## config.mk

```make
export PLATFORM = sky130hd
export DESIGN_NAME = age_order_tracker
export DESIGN_NICKNAME = d
export VERILOG_FILES = /design/src/rtl/age_order_tracker.sv
export SDC_FILE = /design/constraint.sdc
export NUM_CORES = 1
export LEC_CHECK = 0
export CAP_MARGIN = 20
export CORE_ASPECT_RATIO = 0.6
export CORE_UTILIZATION = 30
export CTS_CLUSTER_DIAMETER = 30
export CTS_CLUSTER_SIZE = 16
export DETAILED_ROUTE_END_ITERATION = 8
export HOLD_SLACK_MARGIN = 0.15
export PLACE_DENSITY_LB_ADDON = 0.1
export SYNTH_ARGS = -nofsm -noshare
export SYNTH_HDL_FRONTEND = slang
export SYNTH_SLANG_ARGS = --single-unit
```

## constraint.sdc

```tcl
create_clock -name clk -period 5.7 [get_ports clk]
set_input_delay 1.71 -clock clk [delete_from_list [all_inputs] [get_ports clk]]
set_output_delay 1.71 -clock clk [all_outputs]
set_load 0.01 [all_outputs]
```

## src/rtl/age_order_tracker.sv

```systemverilog
// age_order_tracker
//   Allocation side and age bookkeeping for an NENT-entry out-of-order
//   buffer. Free slots are handed out lowest-index first. Each new entry
//   is recorded as younger than every entry that is still live. Every
//   cycle the oldest entry that is both valid and ready is offered to the
//   issue stage. That entry is freed when the offer is acknowledged.
//
// Ports
//   clk, rst     clock and synchronous active-high reset
//   flush        drop every entry at the next edge; wins over alloc/issue
//   alloc_req    dispatch wants one entry this cycle
//   alloc_gnt    request accepted; the entry is taken at this edge
//   alloc_idx    index of the lowest free slot (0 when full)
//   alloc_oh     one-hot form of alloc_idx (zero when full)
//   rdy          per-entry ready; only meaningful for valid entries
//   iss_vld      some valid entry is ready
//   iss_oh       one-hot oldest valid and ready entry
//   iss_idx      binary form of iss_oh
//   iss_ack      issue stage takes the pick at this edge
//   valid        registered entry-valid vector
//   count        registered number of valid entries
//   full, empty  count == NENT, count == 0
module age_order_tracker #(
    parameter int NENT = 8,
    parameter int IDXW = $clog2(NENT),
    parameter int CNTW = $clog2(NENT + 1)
) (
    input  logic            clk,
    input  logic            rst,
    input  logic            flush,
    input  logic            alloc_req,
    output logic            alloc_gnt,
    output logic [IDXW-1:0] alloc_idx,
    output logic [NENT-1:0] alloc_oh,
    input  logic [NENT-1:0] rdy,
    output logic            iss_vld,
    output logic [NENT-1:0] iss_oh,
    output logic [IDXW-1:0] iss_idx,
    input  logic            iss_ack,
    output logic [NENT-1:0] valid,
    output logic [CNTW-1:0] count,
    output logic            full,
    output logic            empty
);

    // age_reg[i][j] = 1 means entry i is older than entry j.
    logic [NENT-1:0][NENT-1:0] age_reg;
    logic [NENT-1:0][NENT-1:0] age_next;
    logic [NENT-1:0]           valid_reg;
    logic [NENT-1:0]           valid_kept;
    logic [NENT-1:0]           valid_next;
    logic [CNTW-1:0]           count_reg;
    logic [CNTW-1:0]           count_next;

    logic [NENT-1:0]           vr;
    logic [NENT-1:0]           pick_oh;
    logic [NENT-1:0]           free_oh;
    logic [IDXW-1:0]           free_idx;
    logic                      free_found;
    logic                      iss_fire;

    assign valid = valid_reg;
    assign count = count_reg;
    assign full  = (count_reg == CNTW'(NENT));
    assign empty = (count_reg == '0);

    // Lowest-numbered free slot. The search runs from the top down so
    // that the lowest free index is the last one written.
    always_comb begin
        free_idx   = '0;
        free_found = 1'b0;
        for (int i = NENT - 1; i >= 0; i--) begin
            if (!valid_reg[i]) begin
                free_idx   = IDXW'(i);
                free_found = 1'b1;
            end
        end
    end

    assign free_oh   = free_found ? ({{(NENT-1){1'b0}}, 1'b1} << free_idx) : '0;
    assign alloc_idx = free_idx;
    assign alloc_oh  = free_oh;
    assign alloc_gnt = alloc_req & ~full & ~rst & ~flush;

    // Oldest-ready pick. An entry wins when no other valid and ready
    // entry is older than it, that is, when its column holds no ready bit.
    assign vr = valid_reg & rdy;

    generate
        for (genvar gi = 0; gi < NENT; gi++) begin : g_entry
            logic [NENT-1:0] col;    // col[j] = age_reg[j][gi]
            logic [NENT-1:0] row_kept;

            for (genvar gj = 0; gj < NENT; gj++) begin : g_col
                assign col[gj] = age_reg[gj][gi];
            end

            assign pick_oh[gi] = vr[gi] & ~|(vr & col);

            // Issue clears the row and the column of the departing entry.
            assign row_kept = !iss_fire   ? age_reg[gi] :
                              iss_oh[gi]  ? '0 :
                                            (age_reg[gi] & ~iss_oh);

            // Allocation clears the row of the new entry. It then marks
            // every entry that survives this edge as older than the new one.
            assign age_next[gi] = !alloc_gnt  ? row_kept :
                                  free_oh[gi] ? '0 :
                                                ((row_kept & ~free_oh) |
                                                 (valid_kept[gi] ? free_oh : '0));

            always_ff @(posedge clk) begin
                if (!rst) begin
                    assert ((age_reg[gi] & col) == '0)
                        else $error("age matrix not antisymmetric at entry %0d", gi);
                end
            end
        end
    endgenerate

    assign iss_oh   = rst ? '0 : pick_oh;
    assign iss_vld  = |iss_oh;
    assign iss_fire = iss_vld & iss_ack & ~flush;

    always_comb begin
        iss_idx = '0;
        for (int i = 0; i < NENT; i++) begin
            if (iss_oh[i]) begin
                iss_idx = iss_idx | IDXW'(i);
            end
        end
    end

    // The slot freed by issue at this edge is not handed out again until
    // the next cycle, because free_oh is derived from the pre-edge valid_reg.
    assign valid_kept = valid_reg & ~(iss_fire ? iss_oh : '0);
    assign valid_next = valid_kept | (alloc_gnt ? free_oh : '0);
    assign count_next = count_reg + CNTW'(alloc_gnt) - CNTW'(iss_fire);

    always_ff @(posedge clk) begin
        if (rst || flush) begin
            valid_reg <= '0;
            age_reg   <= '0;
            count_reg <= '0;
        end else begin
            valid_reg <= valid_next;
            age_reg   <= age_next;
            count_reg <= count_next;
        end
    end

    always_ff @(posedge clk) begin
        if (!rst) begin
            assert ($onehot0(iss_oh))
                else $error("iss_oh has more than one bit set");
            assert ($countones(valid_reg) == int'(count_reg))
                else $error("count disagrees with valid vector");
        end
    end

endmodule

```

==> impl_metrics.ini <==
[place]
placed_cell_area_mm2 = 0.00457
placement.io_buffers = 50
detailedPlacementHpwl_um = 11200
gp_congestion = 0.917
dp_slack_ns = 0.00286

[power_and_ir_drop]
power_density_mw_per_mm2 = 261
power_leakage_nw = 1.83
design_power_total_mw = 1.30
vdd_ir_drop_max_mv = 0.143

[global_routing]
global_route.usage.total_pct = 24.6
antenna_found_initial = 0
first_global_vias = 3721
grt.overflow.total = 0
maximum_number_of_pins_on_one_net_before_global_route_repair = 46
grt_pass1_wl_um = 24100

[drt]
dr.first_iter.drc_count = 336
drc = 0
wl_um = 15900
viasPerCell = 5.77
routed-via-count = 3942
final_antenna_net_count = 0
routedWlPerCell_um = 23.3
drt_pre_antenna_iters = 5

[floorplanning]
fp.dieArea_mm2 = 0.0134
chip_height_um = 90.0
placeableCoreArea_mm2 = 0.0123
ios = 51
initial_core_util_pct = 31.4
chipWidth_um = 149
std_cell_rows = 31

[yosys]
post_synth_num_cell_types = 68
largest_family_of_logic_cells_by_synthesized_area = simple AND/OR/NAND/NOR gates
synth-xor-area-share_pct = 0.452
ys_warn_count = 0
ys_seq_area_share_pct = 39.3
post_synth_instance_area_mm2 = 0.00387
dominantRegCellSynth = sky130_fd_sc_hd__dfxtp_1
syn_inst = 469
number_of_enable_type_register_cells_in_the_synthesized_netlist = 0
async_flop_share_pct = 0
synth_fa_ha_area_share_pct = 2.46
synth_simple_gate_area_share_pct = 36.5
synthMuxAreaShare_pct = 0
synth.ff_latch_count = 76
avgSynthCellArea_um2 = 8.26
synth_compound_area_share_pct = 14.8
mappedNetlistNets = 489

[cts]
h-tree-depth = 3
clock_tree.buffer_depth = 2
cts-buffers-inserted = 9
tritoncts_clock_tree = done
clock_sinks = 76
cts_root_buf = sky130_fd_sc_hd__clkbuf_16
postCtsHoldBufs = 0
cts.clk_slew.worst_paths_ns = 0.06
clkLatencyLatePin_ns = 0.35

[layout]
finish.net_count = 533
layout-drive-gt1-share_pct = 12.2
post-route-cell-area_mm2 = 0.00496
multi_input_comb_area_mm2 = 0.00211
diodes = 0
fill_cells = 1273
regArea_mm2 = 0.00152
areaGrowthSynthToFinish_pct = 28.0
largest_register_ffs = 64

[sta]
final_min_period_over_clock_period_pct = 98.8
finalSetupViolations = 0
final_period_minus_worst_setup_slack_ns = 5.63
setup-tns-final_ns = 0
slew-limit-headroom_pct = 37.2
skew_ns = 0.00622
tightest_slew_ns = 0.941
drv_slew = 0
timing_hold_violations_final = 0
max_freq_mhz = 178
fin_hold_ws_ns = 0.445
grt_setup_unrepaired = false
setup_ws_ns = 0.0681

[min_path]
hold_path.class = register to register

[critical_path]
critical_path.max_fanout = 8
cp.required_ns = 3.99
arrival_ns = 3.92
endpoint_kind = primary output
worst_setup_path_start_kind = input port
setup.worst_path.class = input port to primary output

[flow_run]
drv.max_cap_violation_count = 0

[status]
outcome = finished clean
==> power breakdown <==
| part | switching (mW) | internal (mW) |
|---|---|---|
| Combinational | 0.0457 | 0.0299 |
| Clock | 0.242 | 0.440 |
| Sequential | 0.00463 | 0.533 |
| Total | 0.293 | 1.00 |
==> metrics by stage <==
step	utilization [%]	instances
floorplan	-	469
global placement	37.1	666
detailed placement	37.1	666
CTS	39.9	682
global route	40.2	683
finish	40.2	683
==> cell usage in the layout, fill, tap and decap left out, drive strengths merged, types with 8 or more instances in the layout <==
master and n:
and3 8, buf 24, nor2 37, inv 14, dfxtp 76, clkdlybuf4s50 47
nand4 22, clkbuf 10, o21ai 11, nor3 10, nand2 35, nand3 80
a21oi 25, a32oi 9
==> final cells by class <==
cell class,instances,area share [%]
well taps,165,4.16
flip-flops and latches,76,30.7
repair buffers,74,14.4
clock buffers,10,4.82
inverters,14,1.06
multi-input cells,338,42.6
clock inverters,6,2.25
==> worst paths after layout <==
kind / startpoint / endpoint / slack (ns) / cells past startpoint
worst max register to register: valid[2]$_SDFF_PP0_ / count[2]$_SDFF_PP0_ / 2.26 / 13
worst min register to register: age_reg[45]$_SDFF_PP0_ / age_reg[45]$_SDFF_PP0_ / 0.44 / 2
worst min-delay path: age_reg[45]$_SDFF_PP0_ / age_reg[45]$_SDFF_PP0_ / 0.44 / 2
worst max-delay path: rdy[4] / iss_idx[1] / 0.07 / 6
==> worst max-delay path, cell delays in order <==
cell,delay [ns]
sky130_fd_sc_hd__clkdlybuf4s50_1,0.75
sky130_fd_sc_hd__nand3_1,0.13
sky130_fd_sc_hd__nand4_1,0.18
sky130_fd_sc_hd__nor2_1,0.10
sky130_fd_sc_hd__or4_1,0.55
sky130_fd_sc_hd__clkdlybuf4s50_1,0.50
==> repair_timing <==
item	4_1_cts	5_1_grt
endpoints found under the setup margin	0	3
hold endpoints to repair	0	0
resized for setup	0	4
setup buffers	0	0
==> routing by layer <==
metal,global-route usage [%],part of all wire (%)
met5,0,0
met4,6.87,1.5
met3,6.60,8.7
met2,31.8,40
met1,38.3,50
==> cell usage after synthesis (3+ instances only) <==
cell / instances / share of area (%)
sky130_fd_sc_hd__a32o_1: 3 / 0.78
sky130_fd_sc_hd__o21a_1: 4 / 0.78
sky130_fd_sc_hd__nor2b_1: 4 / 0.65
sky130_fd_sc_hd__nand3b_1: 3 / 0.58
sky130_fd_sc_hd__a31oi_1: 3 / 0.48
sky130_fd_sc_hd__or3_1: 5 / 0.81
sky130_fd_sc_hd__clkbuf_1: 14 / 1.4
sky130_fd_sc_hd__buf_2: 15 / 1.9
sky130_fd_sc_hd__nor2_1: 36 / 3.5
sky130_fd_sc_hd__nand3_1: 80 / 10
sky130_fd_sc_hd__inv_1: 13 / 1.3
sky130_fd_sc_hd__buf_4: 3 / 0.58
sky130_fd_sc_hd__nand4_1: 22 / 3.6
sky130_fd_sc_hd__buf_1: 3 / 0.29
sky130_fd_sc_hd__nand2_1: 32 / 3.1
sky130_fd_sc_hd__and4_1: 4 / 0.90
sky130_fd_sc_hd__clkbuf_2: 5 / 0.65
sky130_fd_sc_hd__nor3_2: 3 / 0.78
sky130_fd_sc_hd__and2_1: 7 / 1.1
sky130_fd_sc_hd__nand4b_1: 6 / 1.4
sky130_fd_sc_hd__o21ai_0: 10 / 1.3
sky130_fd_sc_hd__a32oi_1: 9 / 2.0
sky130_fd_sc_hd__o22ai_1: 7 / 1.1
sky130_fd_sc_hd__nand2b_1: 3 / 0.48
sky130_fd_sc_hd__and3_1: 8 / 1.3
sky130_fd_sc_hd__o2bb2ai_1: 4 / 0.90
sky130_fd_sc_hd__nor3_1: 6 / 0.78
sky130_fd_sc_hd__nand2_2: 3 / 0.48
sky130_fd_sc_hd__a21oi_1: 25 / 3.2
sky130_fd_sc_hd__nor4bb_1: 3 / 0.78
sky130_fd_sc_hd__ha_1: 6 / 1.9
sky130_fd_sc_hd__dfxtp_1: 76 / 39
sky130_fd_sc_hd__a2bb2oi_1: 3 / 0.68
==> cells by family (layout without fill, tap and decap cells) <==
group / count (synthesis) / count (layout)
buffers and inverters: 55 / 104
adders and majority gates: 7 / 7
xor gates and xnor gates: 2 / 2
DFF: 76 / 76
AOI/OAI and AO/OA: 84 / 84
and+or+nand+nor: 245 / 245
Power figures use the tool's default switching activity.
